===== config.mk =====
export PLATFORM = sky130hd
export DESIGN_NAME = alu_txn_initiator
export DESIGN_NICKNAME = d
export VERILOG_FILES = /design/src/rtl/alu_txn_initiator.sv
export SDC_FILE = /design/constraint.sdc
export NUM_CORES = 1
export LEC_CHECK = 0
export ABC_CLOCK_PERIOD_IN_PS = 3050
export CORE_MARGIN = 3
export CORE_UTILIZATION = 25
export DETAILED_ROUTE_END_ITERATION = 8
export GPL_TIMING_DRIVEN = 1
export PLACE_DENSITY = 0.43
export SETUP_SLACK_MARGIN = 0.3
export SYNTH_ARGS = -nofsm -noshare
export SYNTH_HDL_FRONTEND = slang
export SYNTH_SLANG_ARGS = --single-unit

===== constraint.sdc =====
create_clock -name clock -period 3.05 [get_ports clock]
set_clock_uncertainty 0.15 [all_clocks]
set_input_delay 0.4575 -clock clock [delete_from_list [all_inputs] [get_ports clock]]
set_output_delay 0.4575 -clock clock [all_outputs]
set_load 0.005 [all_outputs]

===== src/rtl/alu_txn_initiator.sv =====
// Initiator for the packed-struct add/sub ALU: credit-limited request issue, latency
// tracking of in-flight ops, and an in-order response FIFO presented on a valid/ready port.
module alu_txn_initiator #(
    parameter int RSP_DEPTH = 4,
    parameter int ALU_LAT   = 1
) (
    input  logic        clock,
    input  logic        reset_n,
    input  logic        req_valid,
    output logic        req_ready,
    input  logic        req_op,
    input  logic [7:0]  req_a,
    input  logic [7:0]  req_b,
    output logic [16:0] alu_req,
    input  logic [8:0]  alu_rsp,
    output logic        rsp_valid,
    input  logic        rsp_ready,
    output logic [7:0]  rsp_result,
    output logic        rsp_flag,
    output logic        rsp_op,
    output logic [15:0] txn_count
);

    localparam int PW = $clog2(RSP_DEPTH);
    localparam logic [PW:0] DEPTH_C = RSP_DEPTH[PW:0];

    typedef struct packed {
        logic       op;
        logic [7:0] result;
        logic       flag;
    } rsp_t;

    logic [PW:0]        used_q, used_d;
    logic [16:0]        alu_req_q;
    logic               issue_vld_q;
    logic [ALU_LAT-1:0] trk_vld_q;
    logic [ALU_LAT-1:0] trk_op_q;
    rsp_t               mem_q [RSP_DEPTH];
    logic [PW:0]        wr_ptr_q, rd_ptr_q;
    logic [PW:0]        fifo_cnt;
    logic [15:0]        txn_count_q;
    logic               accept, pop, fifo_wr, fifo_full;
    rsp_t               head;

    // Credits cover everything from accept to pop, so the FIFO can never overflow.
    assign req_ready = reset_n && (used_q < DEPTH_C);
    assign accept    = req_valid && req_ready;
    assign fifo_cnt  = wr_ptr_q - rd_ptr_q;
    assign fifo_full = (fifo_cnt == DEPTH_C);
    assign rsp_valid = (fifo_cnt != '0);
    assign pop       = rsp_valid && rsp_ready;
    assign fifo_wr   = trk_vld_q[ALU_LAT-1];

    always_comb begin
        used_d = used_q;
        case ({accept, pop})
            2'b10:   used_d = used_q + 1'b1;
            2'b01:   used_d = used_q - 1'b1;
            default: used_d = used_q;
        endcase
    end

    always_ff @(posedge clock or negedge reset_n) begin
        if (!reset_n) begin
            used_q      <= '0;
            alu_req_q   <= '0;
            issue_vld_q <= 1'b0;
            trk_vld_q   <= '0;
            trk_op_q    <= '0;
            wr_ptr_q    <= '0;
            rd_ptr_q    <= '0;
            txn_count_q <= '0;
            for (int i = 0; i < RSP_DEPTH; i++) mem_q[i] <= '0;
        end else begin
            used_q      <= used_d;
            issue_vld_q <= accept;
            alu_req_q   <= accept ? {req_op, req_a, req_b} : 17'd0;
            // Tracker mirrors the ALU pipeline so the op tag lines up with alu_rsp.
            trk_vld_q[0] <= issue_vld_q;
            trk_op_q[0]  <= alu_req_q[16];
            for (int i = 1; i < ALU_LAT; i++) begin
                trk_vld_q[i] <= trk_vld_q[i-1];
                trk_op_q[i]  <= trk_op_q[i-1];
            end
            if (fifo_wr) begin
                mem_q[wr_ptr_q[PW-1:0]] <= '{op: trk_op_q[ALU_LAT-1],
                                             result: alu_rsp[8:1],
                                             flag: alu_rsp[0]};
                wr_ptr_q <= wr_ptr_q + 1'b1;
            end
            if (pop) begin
                rd_ptr_q <= rd_ptr_q + 1'b1;
                if (txn_count_q != 16'hFFFF) txn_count_q <= txn_count_q + 1'b1;
            end
        end
    end

    assign head       = mem_q[rd_ptr_q[PW-1:0]];
    assign alu_req    = alu_req_q;
    assign rsp_result = head.result;
    assign rsp_flag   = head.flag;
    assign rsp_op     = head.op;
    assign txn_count  = txn_count_q;

endmodule

=== Word level (Yosys, flattened, before mapping) ===
Cells that the tools add are included.

* Register bits: 85
* Bits of input ports: 30
* Output and inout port bits: 45

* $add $sub $neg: 6
* Magnitude comparators: 4
* Equal/unequal tests: 3
* Multiplexer cells: 8
* Bitwise logic cells: 2
* Reductions and logical operators: 7

{| class="wikitable"
|+ Operators by type and width
! cell !! number
|-
| $bwmux 40 || 1
|-
| $mux 10 || 3
|-
| $bmux 10 s2 || 1
|-
| $demux 10 s2 || 1
|-
| $mux 17 || 1
|-
| $add 16x1->16 const B || 1
|-
| $ne 16x16->1 const B || 1
|-
| $add 3x1->3 const B || 3
|-
| $ge 3x3->1 const B || 2
|-
| $not 2->3 || 2
|-
| $pmux 3 s2 || 1
|-
| $logic_and 1x1->1 || 4
|-
| $lt 3x1->1 const B || 1
|-
| $lt 3x3->1 const B || 1
|-
| $reduce_bool 3->1 || 1
|-
| $sub 3x1->3 const B || 1
|-
| $sub 3x3->3 || 1
|-
| $eq 2x1->1 const B || 1
|-
| $eq 2x2->1 const B || 1
|-
| $reduce_and 2->1 || 1
|-
| $reduce_bool 2->1 || 1
|}

=== Longest topological paths before layout ===
Gate-level depths: netlist of run 1.

* Depth in word-level cells: 6
* Depth in mapped cells: 14
* Mapped depth without buffers: 12

=== Worst setup path after synthesis of run 1 ===
Ideal clock, no wire load.

* Path type: register to register
* Start: reg rd_ptr_q[1]
* End: reg used_q[2]
* Library setup time: 0.079 ns
* Arrival: 2.544 ns
* Setup slack: 0.277 ns
* Stages on the path, launching flop included: 15
* Buffers on the path: 2
* Period minus slack after synthesis: 2.773 ns
* Cell sequence: dfrtp_1 > clkbuf_1 > inv_1 > ha_1 > nor2b_1 > xnor2_1 > a21o_1 > buf_6 > inv_2 > ha_1 > inv_1 > fa_1 > xor2_1 > nor2_1 > xor2_1

* Cells in the longest elaborated chain, start to end: 5
* Elaborated cells between the ends (all ways): 7
* Those cells by class: 1 x add/sub; 2 x eq/ne; 1 x mux; 3 x reduce/logical

{| class="wikitable"
|+ RTL lines
! item !! line !! RTL
|-
| from (decl) || 39 || <nowiki>logic [PW:0] wr_ptr_q, rd_ptr_q;</nowiki>
|-
| from (signal assigned) || 92 || <nowiki>rd_ptr_q <= rd_ptr_q + 1'b1;</nowiki>
|-
| $sub 3x3->3 * || 48 || <nowiki>assign fifo_cnt = wr_ptr_q - rd_ptr_q;</nowiki>
|-
| $reduce_bool 3->1 * || 50 || <nowiki>assign rsp_valid = (fifo_cnt != '0);</nowiki>
|-
| $logic_and 1x1->1 * || 51 || <nowiki>assign pop = rsp_valid && rsp_ready;</nowiki>
|-
| net pop || 42 || <nowiki>logic accept, pop, fifo_wr, fifo_full;</nowiki>
|-
| $eq 2x1->1 or $eq 2x2->1 (tied branches) || 56 || <nowiki>case ({accept, pop})</nowiki>
|-
| $pmux 3 s2 or $reduce_bool 2->1 (tied branches) || - ||
|-
| to (signal assigned) || 75 || <nowiki>used_q <= used_d;</nowiki>
|-
| to (decl) || 33 || <nowiki>logic [PW:0] used_q, used_d;</nowiki>
|}

The timed path passes the listed nets; every way through them passes the cells marked *.
A chain may end at the register's enable or synchronous reset.

=== Worst setup path in the final report of run 1 ===
* Start: reg rd_ptr_q[0]
* End: out rsp_op

* Cells in the longest elaborated chain, start to end: 4

{| class="wikitable"
|+ RTL lines
! item !! line !! RTL
|-
| $not 2->3 (not written as such) || 98 || <nowiki>assign head = mem_q[rd_ptr_q[PW-1:0]];</nowiki>
|-
| $bmux 10 s2 || 98 ||
|-
| $mux 10 (not written as such) (2 in series) || 98 ||
|-
| to (decl) || 20 || <nowiki>output logic rsp_op,</nowiki>
|}

No other way between the ends. The select of a mux whose other input is x is not followed.

==> flow_metrics.tcl, run 1 <==
set metrics [dict create \
    drt-total-wl_mm 7.90 \
    synthCells 257 \
    dp_hpwl_mm 5.28 \
    ant_nets 0 \
    synth-seq-cells 85 \
    p_leak_nw 2.19 \
    hold_violations 1 \
    clk_latency_ns 0.34 \
    drt_iter0_markers 69 \
    synth_area_per_cell_um2 14.2 \
    coreArea_mm2 0.0141 \
    slew_violations 0 \
    hold_class "in -> async" \
    violations "hold timing" \
    cts_root_buf "clkbuf_16" \
    setup_violations 0 \
    synthArstFlopShare_pct 100 \
    vias 2279 \
    power_mw 4.58 \
    grt_max_degree 57 \
    r2r-start "wr_ptr_q[0]" \
    cts-htree-levels 3 \
    final_net_count 385 \
    cts_hold_buf 0 \
    dr.pass1.iters 4 \
    crit_fanout 12 \
    place.gp.congestion 0.661 \
    fin_hold_ws_ns -0.000182 \
    antenna_found_initial 0 \
    wl_per_cell_um 14.9 \
    num_antenna_cells 0 \
    totalNegativeSetupSlack_ns 0 \
    syn_nets 297 \
    die_w_um 127 \
    fillers 1403 \
    grt_usage_pct 10.6 \
    yosysUniqueCellTypes 30 \
    cts.sinks 85 \
    drive_gt1_share_pct 24.3 \
    syn_area_mm2 0.00365 \
    end_kind "primary output" \
    finalCritPeriodShare_pct 85.5 \
    rows 43 \
    placed_area_mm2 0.00463 \
    cap_violations 0 \
    period_needed_ns 2.61 \
    initial_core_util_pct 25.9 \
    cts_tree "yes" \
    relSlewSlack_pct 52.7 \
    clk_transition_reported_paths_ns 0.07 \
    critical_path_class "reg -> out" \
    cts_buffer_depth 2 \
    reg2reg_slack_ns 0.50 \
    multi_input_area_mm2 0.00145 \
    ir_worst_vdd_mv 0.228 \
    synth_seq_area_share_pct 58.3 \
    viasPerCell 4.30 \
    die_area_mm2 0.0161 \
    port_buffers 74 \
    finish.instance_area_mm2 0.00497 \
    worstPathArrival_ns 2.00 \
    ff2ff_path_depth 12 \
    grt_pass1_wl_mm 13.4 \
    num_io_pins 75 \
    layout-area-overhead-vs-synth_pct 36.0 \
    reg2reg_to "used_q[2]" \
    required_ns 2.44 \
    synthTopCellsByArea "dfrtp_1, mux2_2, mux4_2, and3_1, ha_1" \
    rsz0062_at_grt "no" \
    drc 0 \
    grt_pass1_vias 2533 \
    status "finished with violations" \
    cts_buffers 9 \
    yosysTopAreaCell "dfrtp_1" \
    final-seq-area_mm2 0.00213 \
    synth.top_cell.area_share_pct 58.3 \
    synth_edf_count 0 \
    synthFlopType "dfrtp_1" \
    p_per_area_mw_per_mm2 922 \
    cp-start-kind "flip-flop" \
    yosysWarnings 0 \
    max_freq_mhz 383 \
    die_y_um 127 \
    overflow 0 \
    worstMarginPinSlew_ns 0.709 \
]
Yosys cell counts (2+ instances only):
master / count
nand2_1: 15
nand3_1: 3
clkbuf_1: 6
xor2_1: 12
nor2_1: 5
and3_1: 18
mux4_2: 10
dfrtp_1: 85
mux2_2: 41
nand4_1: 7
and4_1: 3
nor2b_1: 2
o21ai_0: 3
xnor2_1: 11
and2_1: 2
ha_1: 9
nor3_1: 4
inv_1: 9
timing repair:
item                                    CTS  global route
setup buffers                             0             4
gates resized for setup                   0             1
endpoints found under the setup margin    0             1
routing by layer:
layer / up-vias / routed length [um] / share of wire, % / GRT usage (%)
met4: 0 / 140 / 1.8 / 4.73
met2: 47 / 3680 / 47 / 16.0
met3: 11 / 500 / 6.3 / 3.62
li1: 1084 / - / - / -
met1: 1137 / 3580 / 45 / 13.7
met5: - / 0 / 0 / 0
logic make-up after synthesis:
kind of cell	synth area share (%)
XOR/XNOR	5.52
multiplexers	19.1
flip-flops	58.3
adder cells (fa/ha/maj)	3.63
AO/OA/AOI/OAI	0.959
AND/OR/NAND/NOR	10.4
buffers and inverters	2.09
area by class of cell:
class / instances / area share [%]
multi-input cells: 154 / 29.2
flip-flops and latches: 85 / 42.8
clock buffers: 9 / 4.54
well taps: 180 / 4.54
clock inverters: 7 / 1.61
repair buffers: 85 / 16.5
inverters: 10 / 0.756
cell usage in the layout (no fill, tap or decap), types with 2 or more instances in the layout:
cell type and n:
nor3_1 4, xor2_1 12, buf_4 12, xnor2_1 11, nand4_1 7, nor2b_1 2
inv_6 2, clkbuf_16 9, and3_1 18, clkdlybuf4s50_1 73, and4_1 3, mux4_2 10
o21ai_0 3, nand2_1 15, ha_1 8, inv_1 9, dfrtp_1 85, mux2_2 41
and2_1 2, nand3_1 3, nor2_1 5
metrics by stage:
| stage | std cells | utilization (%) | setup slack (ns) |
|---|---|---|---|
| floorplan | 257 | - | 0.422 |
| global placement | 510 | 32.8 | 0.541 |
| detailed placement | 510 | 32.8 | 0.493 |
| CTS | 526 | 35.0 | 0.382 |
| global route | 530 | 35.2 | 0.314 |
| finish | 530 | 35.2 | 0.441 |
registers in the layout, summed over array words and instances (netlist names):
name	flops
rd_ptr_q	3
used_q	3
wr_ptr_q	3
trk_op_q	1
alu_req	17
issue_vld_q	1
fifo_wr	1
txn_count	16
mem_q	40
worst max-delay path by stage:
stage,start,to,slack [ns]
final,rd_ptr_q[0],rsp_op,0.44
after global routing,wr_ptr_q[0],used_q[2],0.31
after CTS,rd_ptr_q[0],rsp_op,0.38
after detailed placement,wr_ptr_q[0],used_q[2],0.49
after global placement,wr_ptr_q[0],used_q[2],0.54
after floorplan,rd_ptr_q[1],used_q[2],0.42
power breakdown:
| part | internal, mW | total (mW) | switching, mW | leakage, nW |
|---|---|---|---|---|
| Sequential | 1.53 | 1.78 | 0.244 | 1.06 |
| Combinational | 1.05 | 1.68 | 0.628 | 0.980 |
| Clock | 0.646 | 1.12 | 0.478 | 0.148 |
worst max-delay path, stage by stage (launching register included):
cell             delay, ns
dfrtp_1               0.35
buf_4                 0.28
mux4_2                0.53
clkdlybuf4s50_1       0.51
(Power assumes the default switching activity.)
==> run 2: changes to the inputs <==
--- a/config.mk
+++ b/config.mk
@@ -6,6 +6,7 @@
 export NUM_CORES = 1
 export LEC_CHECK = 0
 export ABC_CLOCK_PERIOD_IN_PS = 3050
+export CAP_MARGIN = 20
 export CORE_MARGIN = 3
 export CORE_UTILIZATION = 25
 export DETAILED_ROUTE_END_ITERATION = 8
==> results of run 2 <==
No change in the layout: final DEF, timing and power equal those of run 1.
==> run 3: changes to the inputs <==
--- a/config.mk
+++ b/config.mk
@@ -6,9 +6,10 @@
 export NUM_CORES = 1
 export LEC_CHECK = 0
 export ABC_CLOCK_PERIOD_IN_PS = 3050
-export CAP_MARGIN = 20
-export CORE_MARGIN = 3
+export CAP_MARGIN = 30
+export CORE_MARGIN = 2
 export CORE_UTILIZATION = 25
+export CTS_CLUSTER_SIZE = 14
 export DETAILED_ROUTE_END_ITERATION = 8
 export GPL_TIMING_DRIVEN = 1
 export PLACE_DENSITY = 0.43
==> flow_metrics.tcl, run 3 (synthesis gave the netlist of run 1 again) <==
set metrics [dict create \
    status "finished, final reports clean" \
    slew_violations 0 \
    num_antenna_cells 0 \
    cts.sinks 85 \
    cap_violations 0 \
    fin_util_pct 34.3 \
    worstMarginPinSlew_ns 0.635 \
    rsz0062_at_grt "no" \
    place.gp.congestion 0.704 \
    routedLengthMet1_mm 3.40 \
    crit_slowest_cell "mux4_2" \
    final_cell_mix "dfrtp_1, clkdlybuf4s50_1, mux2_2" \
    p_leak_nw 2.18 \
    final_net_count 382 \
    cp_slowest_stage_delay_ns 0.54 \
    layout-area-overhead-vs-synth_pct 35.6 \
    cts_hold_buf 0 \
    relSlewSlack_pct 57.7 \
    largest_reg_flops 40 \
    die_area_mm2 0.0156 \
    dpl_worst_slack_ns 0.492 \
    die_y_um 125 \
    power_mw 4.55 \
    crit_fanout 12 \
    grt_max_degree 50 \
    clk_transition_reported_paths_ns 0.06 \
    rows 44 \
    antenna_found_initial 0 \
    num_io_pins 75 \
    required_ns 2.44 \
    cts_root_buf "clkbuf_16" \
    ir_worst_vdd_mv 0.326 \
    postCtsSetupBuffers 0 \
    clk_latency_ns 0.34 \
    max_freq_mhz 380 \
    die_w_um 125 \
    hold_class "in -> async" \
    cts-htree-levels 3 \
    drt_iter0_markers 87 \
    period_needed_ns 2.63 \
    dp_hpwl_mm 5.19 \
    drt-total-wl_mm 7.70 \
    wl_per_cell_um 14.5 \
    drc 0 \
    dr.pass1.iters 4 \
    cts_buffers 9 \
    coreArea_mm2 0.0144 \
    grt_usage_pct 10.8 \
    p_per_area_mw_per_mm2 919 \
    cts_tree "yes" \
    ant_nets 0 \
    initial_core_util_pct 25.3 \
    end_kind "primary output" \
    overflow 0 \
    highest_layer "met4" \
    drive_gt1_share_pct 23.3 \
    timing.final.ws_setup_ns 0.416 \
    cts_buffer_depth 2 \
    layout_commonest_cell "dfrtp_1" \
    post_cts_resize_count 0 \
    placed_area_mm2 0.00463 \
    wl_met2_mm 3.58 \
    port_buffers 74 \
    cp-start-kind "flip-flop" \
    worstPathArrival_ns 2.03 \
    dr_wl_met3_um 556 \
    crit_chain "buf_4, mux4_2, clkdlybuf4s50_1" \
    finish.instance_area_mm2 0.00495 \
    hold_violations 0 \
    critical_path_class "reg -> out" \
    vias 2265 \
    grt_pass1_vias 2485 \
    grt_pass1_wl_mm 13.1 \
    totalNegativeSetupSlack_ns 0 \
    top_register "mem_q" \
    finalCritPeriodShare_pct 86.3 \
    viasPerCell 4.27 \
    setup_violations 0 \
]
[run 3: worst paths after layout]
path	startpoint	to	slack, ns	depth (start not counted)
max reg2reg	wr_ptr_q[0]	used_q[2]	0.54	12
max in group asynchronous	reset_n	mem_q[3]	1.70	3
max	rd_ptr_q[0]	rsp_op	0.42	3
min reg2reg	issue_vld_q	fifo_wr	0.21	0
min in group clock	issue_vld_q	fifo_wr	0.21	0
min	reset_n	txn_count[9]	0.03	2
[run 3: layout make-up]
class	instances	area, um^2
clock buffer	11	253
clock inverter	5	58.8
fill	1457	9470
inverter	10	37.5
multi-input combinational	154	1450
sequential	85	2130
tap	184	230
timing repair buffer	82	798
[run 3: routing by layer]
metal	GRT usage, %	up-vias
li1	-	1076
met4	4.71	0
met5	0	-
met3	4.81	10
met1	12.8	1127
met2	17.0	52
[run 3: power by group]
group	switching (mW)	internal [mW]	total [mW]
Clock	0.448	0.679	1.13
Sequential	0.241	1.53	1.77
Combinational	0.621	1.03	1.65
Total	1.31	3.24	4.55
[run 3: worst max-delay path: cells and delay by family, from the launching register on]
family                 cells  cell delay [ns]
buffers and inverters      2             0.80
flip-flops                 1             0.35
multiplexers               1             0.54
[run 3: per-stage QoR]
stage	hold slack [ns]	cells
final	0.0275	531
after global routing	0.0725	531
after CTS	0.0525	530
after detailed placement	0.196	514
after global placement	0.206	514
after floorplan	0.0119	257
